## config.mk

```make
export PLATFORM = sky130hd
export DESIGN_NAME = sort_engine
export DESIGN_NICKNAME = d
export VERILOG_FILES = /design/src/rtl/sort_engine.sv
export SDC_FILE = /design/constraint.sdc
export NUM_CORES = 1
export LEC_CHECK = 0
export CAP_MARGIN = 20
export CELL_PAD_IN_SITES_DETAIL_PLACEMENT = 2
export CELL_PAD_IN_SITES_GLOBAL_PLACEMENT = 2
export CORE_UTILIZATION = 32
export DETAILED_ROUTE_END_ITERATION = 10
export HOLD_SLACK_MARGIN = 0.1
export PLACE_DENSITY_LB_ADDON = 0.1
export REMOVE_ABC_BUFFERS = 1
export SLEW_MARGIN = 20
export SYNTH_ARGS = -nofsm -noshare
export SYNTH_HDL_FRONTEND = slang
export SYNTH_SLANG_ARGS = --single-unit
```

## constraint.sdc

```tcl
create_clock -name clk -period 2.35 [get_ports clk]
set_input_delay 0.3525 -clock clk [delete_from_list [all_inputs] [get_ports clk]]
set_output_delay 0.3525 -clock clk [all_outputs]
set_load 0.05 [all_outputs]
```

## src/rtl/sort_engine.sv

```systemverilog
// sort_engine: in-place bubble sort over the first n words of an external
// single-port synchronous RAM (read data valid one cycle after mem_rd).
//
// Optional feature macro: SORT_EARLY_EXIT_EN
//   defined   -> a pass that performs no swap ends the sort early
//   undefined -> exactly n_eff-1 passes always run (no swapped flag kept)
//
// Ports:
//   clk, rst_n        clock, synchronous active-low reset
//   start             request a sort (sampled only in IDLE)
//   descend           0 = ascending, 1 = descending (sampled with start)
//   n                 element count, clipped to DEPTH (sampled with start)
//   mem_addr/rd/wr    RAM address and strobes (never rd and wr together)
//   mem_wdata         RAM write data
//   mem_rdata         RAM read data
//   busy              high in every state except IDLE
//   done              one-cycle completion pulse
//   swap_cnt          swaps performed by the current or last sort
//   state_out         current state code
module sort_engine #(
    parameter int unsigned DATA_W = 8,
    parameter int unsigned DEPTH  = 16,
    parameter int unsigned ADDR_W = 4
) (
    input  logic                  clk,
    input  logic                  rst_n,
    input  logic                  start,
    input  logic                  descend,
    input  logic [ADDR_W:0]       n,
    output logic [ADDR_W-1:0]     mem_addr,
    output logic                  mem_rd,
    output logic                  mem_wr,
    output logic [DATA_W-1:0]     mem_wdata,
    input  logic [DATA_W-1:0]     mem_rdata,
    output logic                  busy,
    output logic                  done,
    output logic [2*ADDR_W-1:0]   swap_cnt,
    output logic [3:0]            state_out
);

    localparam int unsigned CNT_W = ADDR_W + 1;
    localparam int unsigned SWP_W = 2 * ADDR_W;
    localparam logic [CNT_W-1:0] DEPTH_N = CNT_W'(DEPTH);

    typedef enum logic [3:0] {
        IDLE = 4'd0,
        RD_A = 4'd1,
        RD_B = 4'd2,
        LD_B = 4'd3,
        CMP  = 4'd4,
        WR_A = 4'd5,
        WR_B = 4'd6,
        PASS = 4'd7,
        DONE = 4'd8
    } state_t;

    state_t              state;
    logic [DATA_W-1:0]   a;
    logic [DATA_W-1:0]   b;
    logic [ADDR_W-1:0]   i;
    logic [ADDR_W-1:0]   j;
    logic                dir;
`ifdef SORT_EARLY_EXIT_EN
    logic                swapped;
`endif

    logic [CNT_W-1:0]    n_eff_c;
    logic [ADDR_W-1:0]   j_inc_c;
    logic                swap_c;
    logic                last_c;
    logic                finish_c;

    // Clip the requested count to the physical depth.
    assign n_eff_c = (n > DEPTH_N) ? DEPTH_N : n;
    assign j_inc_c = j + ADDR_W'(1);
    // Strict comparison: equal elements never swap, keeping the sort stable.
    assign swap_c  = dir ? (a < b) : (a > b);
    assign last_c  = (j == i - ADDR_W'(1));

    // End-of-pass termination test.
`ifdef SORT_EARLY_EXIT_EN
    assign finish_c = (i == ADDR_W'(1)) || !swapped;
`else
    assign finish_c = (i == ADDR_W'(1));
`endif

    assign state_out = state;

    // Controller: outputs are registered together with the state they belong to.
    always_ff @(posedge clk) begin
        if (!rst_n) begin
            state     <= IDLE;
            a         <= '0;
            b         <= '0;
            i         <= '0;
            j         <= '0;
            dir       <= 1'b0;
`ifdef SORT_EARLY_EXIT_EN
            swapped   <= 1'b0;
`endif
            mem_addr  <= '0;
            mem_rd    <= 1'b0;
            mem_wr    <= 1'b0;
            mem_wdata <= '0;
            busy      <= 1'b0;
            done      <= 1'b0;
            swap_cnt  <= '0;
        end else begin
            mem_rd <= 1'b0;
            mem_wr <= 1'b0;
            done   <= 1'b0;
            case (state)
                RD_A: begin
                    state    <= RD_B;
                    mem_rd   <= 1'b1;
                    mem_addr <= j_inc_c;
                end
                RD_B: begin
                    a     <= mem_rdata;
                    state <= LD_B;
                end
                LD_B: begin
                    b     <= mem_rdata;
                    state <= CMP;
                end
                CMP: begin
                    if (swap_c) begin
                        state     <= WR_A;
                        mem_wr    <= 1'b1;
                        mem_addr  <= j;
                        mem_wdata <= b;
                    end else if (last_c) begin
                        state <= PASS;
                    end else begin
                        j        <= j_inc_c;
                        state    <= RD_A;
                        mem_rd   <= 1'b1;
                        mem_addr <= j_inc_c;
                    end
                end
                WR_A: begin
                    state     <= WR_B;
                    mem_wr    <= 1'b1;
                    mem_addr  <= j_inc_c;
                    mem_wdata <= a;
                end
                WR_B: begin
`ifdef SORT_EARLY_EXIT_EN
                    swapped  <= 1'b1;
`endif
                    swap_cnt <= swap_cnt + SWP_W'(1);
                    if (last_c) begin
                        state <= PASS;
                    end else begin
                        j        <= j_inc_c;
                        state    <= RD_A;
                        mem_rd   <= 1'b1;
                        mem_addr <= j_inc_c;
                    end
                end
                PASS: begin
                    i <= i - ADDR_W'(1);
                    j <= '0;
                    if (finish_c) begin
                        state <= DONE;
                        done  <= 1'b1;
                    end else begin
`ifdef SORT_EARLY_EXIT_EN
                        swapped <= 1'b0;
`endif
                        state    <= RD_A;
                        mem_rd   <= 1'b1;
                        mem_addr <= '0;
                    end
                end
                DONE: begin
                    state <= IDLE;
                    busy  <= 1'b0;
                end
                default: begin
                    // IDLE; unreachable codes recover here as well.
                    state <= IDLE;
                    busy  <= 1'b0;
                    if (start) begin
                        dir      <= descend;
                        swap_cnt <= '0;
                        busy     <= 1'b1;
                        if (n_eff_c <= CNT_W'(1)) begin
                            state <= DONE;
                            done  <= 1'b1;
                        end else begin
                            i        <= ADDR_W'(n_eff_c - CNT_W'(1));
                            j        <= '0;
`ifdef SORT_EARLY_EXIT_EN
                            swapped  <= 1'b0;
`endif
                            state    <= RD_A;
                            mem_rd   <= 1'b1;
                            mem_addr <= '0;
                        end
                    end
                end
            endcase
        end
    end

endmodule

```

==> results_dict.tcl, run 1 <==
set metrics [dict create \
    drt_wl_total_mm 8.54 \
    clk_latency_ps 310 \
    num_io_pins 45 \
    initial_core_util_pct 33.2 \
    ys_warn_count 0 \
    fillers 1001 \
    power_density_nw_per_um2 567 \
    worst_pin_slew_ps 561 \
    grt_use_total_pct 19.2 \
    yosysTopAreaCellShare_pct 36.7 \
    ant_nets 0 \
    dp_hpwl_mm 6.54 \
    numCtsBuffers 5 \
    finalClockSkew_ps 10.3 \
    area_growth_pct 28.5 \
    startpoint_type "register" \
    gp_congestion 0.732 \
    slew_violations 0 \
    path_cells "clkdlybuf4s50_1" \
    io_buffer_count 44 \
    finalSetupViolations 0 \
    finalHoldViolations 0 \
    die_h_um 97.1 \
    route.met3.wl_um 119 \
    holdPathStages 2 \
    worstSetupPathType "register to output pin" \
    nNetsFinal 438 \
    reg2reg_depth 9 \
    ir_drop_uv 239 \
    clockRootBuffer "clkbuf_8" \
    die_w_um 97.1 \
    path_clk_slew_ps 100 \
    grt_pass1_wl_mm 14.5 \
    dpl_cell_area_sq_um 3590 \
    synthTopCellsByCount "nand2_1 (61), dfxtp_1 (53), a21oi_1 (29)" \
    dr.pass1.iters 4 \
    synth-main-ff-cell "dfxtp_1" \
    cts_tree "yes" \
    grt_max_degree 20 \
    antenna_found_initial 0 \
    htreeDepth 2 \
    synthCells 344 \
    yosysSeqAreaShare_pct 36.7 \
    drt-initial-drc-count 72 \
    period_needed_ps 2240 \
    startpoint "state_out[2]$_SDFF_PN0_" \
    synth_edf_count 0 \
    slowest_delay_ps 910 \
    top_layer "met4" \
    fmaxAchievable_mhz 446 \
    cp.arrival_ps 1890 \
    wl_met1_mm 4.01 \
    final_layout_size_suffix_gt1_share_pct 14.7 \
    via_count 2672 \
    grt_overflow 0 \
    leakagePower_nw 1.43 \
    drc_errors 0 \
    rr_endpoint "j[1]$_SDFFE_PN0P_" \
    finalInstanceArea_sq_um 3720 \
    async_reset_ff_share_pct 0 \
    cpLargestDelayFamily "buffers and inverters" \
    die_area_sq_um 9430 \
    reg2reg_slack_ps 160 \
    end_kind "output pin" \
    core.rowCount 34 \
    ctsLongestPathBuffers 2 \
    hold_path_class "register to register" \
    synthTopCellsByArea "dfxtp_1 (37%), nand2_1 (7.9%), ha_1 (6.1%)" \
    r2r-start "b[1]$_SDFFE_PN0P_" \
    outcome "finished, final reports clean" \
    slew_headroom_pct 62.5 \
    finalCritPeriodShare_pct 95.4 \
    ys_ff_latch 53 \
    postSynthAreaPerCell_sq_um 8.41 \
    synth.distinct_cells 53 \
    rsz0062_at_grt "false" \
    whs_endpoint "b[1]$_SDFFE_PN0P_" \
    cpMaxStageDelayCell "clkdlybuf4s50_1" \
    cts.sinks 53 \
    wl_met2_mm 4.34 \
    crit_required_ps 2000 \
    cp_num_buf_inv 1 \
    netlist_area_sq_um 2890 \
    vias_per_cell 5.18 \
    post_cts.repair.setup_buffers 0 \
    critPathMaxFanout 11 \
    cap_violations 0 \
    diodes 0 \
    synth_top_area_cell "dfxtp_1" \
    core-area_sq_um 8720 \
    grt_pass1_vias 2909 \
    min_from "b[1]$_SDFFE_PN0P_" \
    wl_per_cell_um 16.6 \
    yosysMostFrequentCell "nand2_1" \
    finish.utilization_pct 42.7 \
]
[report_power, final]
part / leakage (nW) / internal (mW) / total, mW / switching (mW)
Clock: 0.0549 / 0.273 / 0.605 / 0.332
Combinational: 0.943 / 0.222 / 0.526 / 0.304
Sequential: 0.432 / 0.934 / 0.977 / 0.0432
Total: 1.43 / 1.43 / 2.11 / 0.679
[cell type report]
| class | count | area (sq um) | share of cell area, % |
|---|---|---|---|
| multi-input cells | 261 | 1720 | 46.1 |
| flip-flops and latches | 53 | 1070 | 28.7 |
| repair buffers | 70 | 636 | 17.1 |
| well taps | 108 | 135 | 3.63 |
| clock buffers | 7 | 96.3 | 2.59 |
| inverters | 16 | 60.1 | 1.61 |
| clock inverters | 1 | 8.76 | 0.235 |
[layer usage]
metal	GRT usage [%]	vias to the layer above
met4	4.48	0
met3	2.59	4
met2	33.7	23
met1	24.8	1323
met5	0	-
li1	-	1322
[through the flow]
step / power, mW / TNS, ps / setup WS, ps / hold WS, ps / std cells
after floorplan: 1.32 / -774 / -204 / 442 / 330
after CTS: 2.14 / 0 / 25.2 / 486 / 516
after detailed placement: 1.53 / -841 / -239 / 472 / 508
final: 2.11 / 0 / 108 / 475 / 516
after global routing: 2.23 / 0 / 7.00 / 501 / 516
after global placement: 1.51 / -288 / -83.5 / 459 / 508
[state kept, by name (all words and copies together) (netlist names)]
| register | cells |
|---|---|
| a | 8 |
| b | 8 |
| busy | 1 |
| dir | 1 |
| done | 1 |
| i | 4 |
| j | 4 |
| mem_addr | 4 |
| mem_rd | 1 |
| mem_wdata | 8 |
| mem_wr | 1 |
| state_out | 4 |
| swap_cnt | 8 |
[cell usage in the layout, fill, tap and decap left out, drive strengths merged, types with 4 or more instances in the layout]
cell type / instances
a21oi: 29
a22oi: 4
buf: 26
clkbuf: 7
clkdlybuf4s50: 44
dfxtp: 53
ha: 14
inv: 17
mux2i: 12
nand2: 62
nand2b: 6
nand3: 11
nand4: 6
nor2: 21
nor2b: 4
nor3: 11
o211ai: 4
o21ai: 23
xnor2: 10
xor2: 8
[what timing repair did]
item / in CTS / in global routing
hold buffers: 0 / 0
resized for setup: 0 / 10
setup endpoints to repair: 0 / 17
[kinds of logic after synthesis]
group,share of synthesized area [%]
adder cells (fa/ha/maj),6.05
XOR/XNOR,5.71
AO/OA/AOI/OAI,18.0
AND/OR/NAND/NOR,23.6
buffers and inverters,4.58
flip-flops,36.7
multiplexers,5.32
[worst max path at each step]
stage,to,slack (ps),cells after the start
finish,state_out[2],110,1
global route,j[1]$_SDFFE_PN0P_,7,9
CTS,j[1]$_SDFFE_PN0P_,30,9
detailed placement,j[1]$_SDFFE_PN0P_,-240,10
global placement,j[3]$_SDFFE_PN0P_,-80,10
floorplan,j[1]$_SDFFE_PN0P_,-200,9
Note: power is estimated with default switching activity, not from simulation.
==> run 2, diff against run 1 <==
- CORE_UTILIZATION: 32 -> 33
- CTS_BUF_LIST: unset -> sky130_fd_sc_hd__clkbuf_4 sky130_fd_sc_hd__clkbuf_8
- TNS_END_PERCENT: unset -> 1
==> results_dict.tcl, run 2 (synthesized netlist as in run 1, its figures left out) <==
set metrics [dict create \
    outcome "finished, final reports clean" \
    cp_num_buf_inv 1 \
    path_cells "clkdlybuf4s50_1" \
    io_buffer_count 44 \
    grt_pass1_vias 2954 \
    whs_ps 479 \
    fmaxAchievable_mhz 440 \
    finalHoldViolations 0 \
    reg2reg_depth 10 \
    period_needed_ps 2270 \
    r2r-start "b[1]$_SDFFE_PN0P_" \
    initial_core_util_pct 34.7 \
    drt-initial-drc-count 91 \
    dpl_cell_area_sq_um 3590 \
    end_kind "output pin" \
    cpMaxStageDelayCell "clkdlybuf4s50_1" \
    core-area_sq_um 8340 \
    ctsLongestPathBuffers 2 \
    cp.arrival_ps 1920 \
    clockRootBuffer "clkbuf_8" \
    min_from "b[2]$_SDFFE_PN0P_" \
    setup_ws_ps 77.4 \
    final_layout_size_suffix_gt1_share_pct 13.7 \
    antenna_found_initial 0 \
    slew_violations 0 \
    crit_required_ps 2000 \
    fillers 985 \
    worst_pin_slew_ps 569 \
    hold_path_class "register to register" \
    dp_slack_ps -213 \
    diodes 0 \
    cpLargestDelayFamily "buffers and inverters" \
    grt_max_degree 17 \
    cts.sinks 53 \
    num_io_pins 45 \
    finalInstanceArea_sq_um 3700 \
    finalClockSkew_ps 6.01 \
    reg2reg_slack_ps 130 \
    die_w_um 95.6 \
    gp_congestion 0.773 \
    finalSetupViolations 0 \
    worstSetupPathType "register to output pin" \
    die_h_um 95.6 \
    via_count 2726 \
    drt_wl_total_mm 8.94 \
    drc_errors 0 \
    vias_per_cell 5.30 \
    mostFrequentLayoutCell "nand2_1" \
    whs_endpoint "b[2]$_SDFFE_PN0P_" \
    nNetsFinal 439 \
    startpoint_type "register" \
    grt_pass1_wl_mm 14.6 \
    wl_per_cell_um 17.4 \
    slew_headroom_pct 62.0 \
    cap_violations 0 \
    cts_tree "yes" \
    grt_overflow 0 \
    rr_endpoint "j[1]$_SDFFE_PN0P_" \
    finalCritPeriodShare_pct 96.7 \
    power_density_nw_per_um2 559 \
    leakagePower_nw 1.43 \
    dp_hpwl_mm 6.82 \
    grt_use_total_pct 20.9 \
    die_area_sq_um 9150 \
    slowest_delay_ps 910 \
    dr.pass1.iters 5 \
    holdPathStages 2 \
    layout_common_cells "nand2_1 (61), dfxtp_1 (52), clkdlybuf4s50_1 (44)" \
    area_growth_pct 27.8 \
    ant_nets 0 \
    clk_latency_ps 310 \
    core.rowCount 33 \
    numCtsBuffers 5 \
    path_clk_slew_ps 110 \
    htreeDepth 2 \
    critPathMaxFanout 15 \
    ir_drop_uv 227 \
]
[run 2: area by class of cell]
type                            count  area [sq um]  share of cell area, %
Timing Repair Buffer               71           643                   17.4
Clock buffer                        6          76.3                   2.06
Multi-Input combinational cell    261          1710                   46.3
Clock inverter                      2          13.8                  0.372
Sequential cell                    53          1060                   28.7
Inverter                           16          60.1                   1.62
Tap cell                          105           131                   3.55
[run 2: routing by layer]
layer	global-route usage (%)	vias up	share of wire (%)
met5	0	-	0
met4	4.60	0	0.76
met3	2.63	7	1.9
met2	39.0	46	53
met1	25.3	1351	45
li1	-	1322	-
[run 2: repair_timing]
action	CTS	global route
buffers inserted	0	1
hold endpoints to repair	0	0
gates resized for setup	0	5
hold buffers	0	0
setup endpoints to repair	0	14
[run 2: through the flow]
step | utilization (%) | power [mW] | TNS (ps) | instances
floorplan | - | 1.32 | -774 | 330
global placement | 43.0 | 1.51 | -271 | 505
detailed placement | 43.0 | 1.52 | -654 | 505
CTS | 44.1 | 2.08 | 0 | 513
global route | 44.4 | 2.17 | -14.6 | 514
finish | 44.4 | 2.07 | 0 | 514
[run 2: how the worst max path moves through the flow]
stage	from	endpoint	slack, ps	cells after the start
detailed placement	n[4]	j[1]$_SDFFE_PN0P_	-210	10
global route	n[4]	j[3]$_SDFFE_PN0P_	-10	11
global placement	n[4]	j[3]$_SDFFE_PN0P_	-80	10
finish	state_out[3]$_SDFF_PN0_	state_out[3]	80	1
CTS	b[1]$_SDFFE_PN0P_	j[1]$_SDFFE_PN0P_	7	9
floorplan	b[1]$_SDFFE_PN0P_	j[1]$_SDFFE_PN0P_	-200	9
[run 2: tightest hold or removal path: stages, from the launching register on]
cell and delay, ps:
dfxtp_1 330, nand2_1 60, a21oi_1 50
[run 2: power by group]
part	leakage (nW)	total (mW)	internal (mW)	switching [mW]
Combinational	0.948	0.535	0.225	0.310
Clock	0.0490	0.558	0.225	0.333
Sequential	0.430	0.974	0.934	0.0397
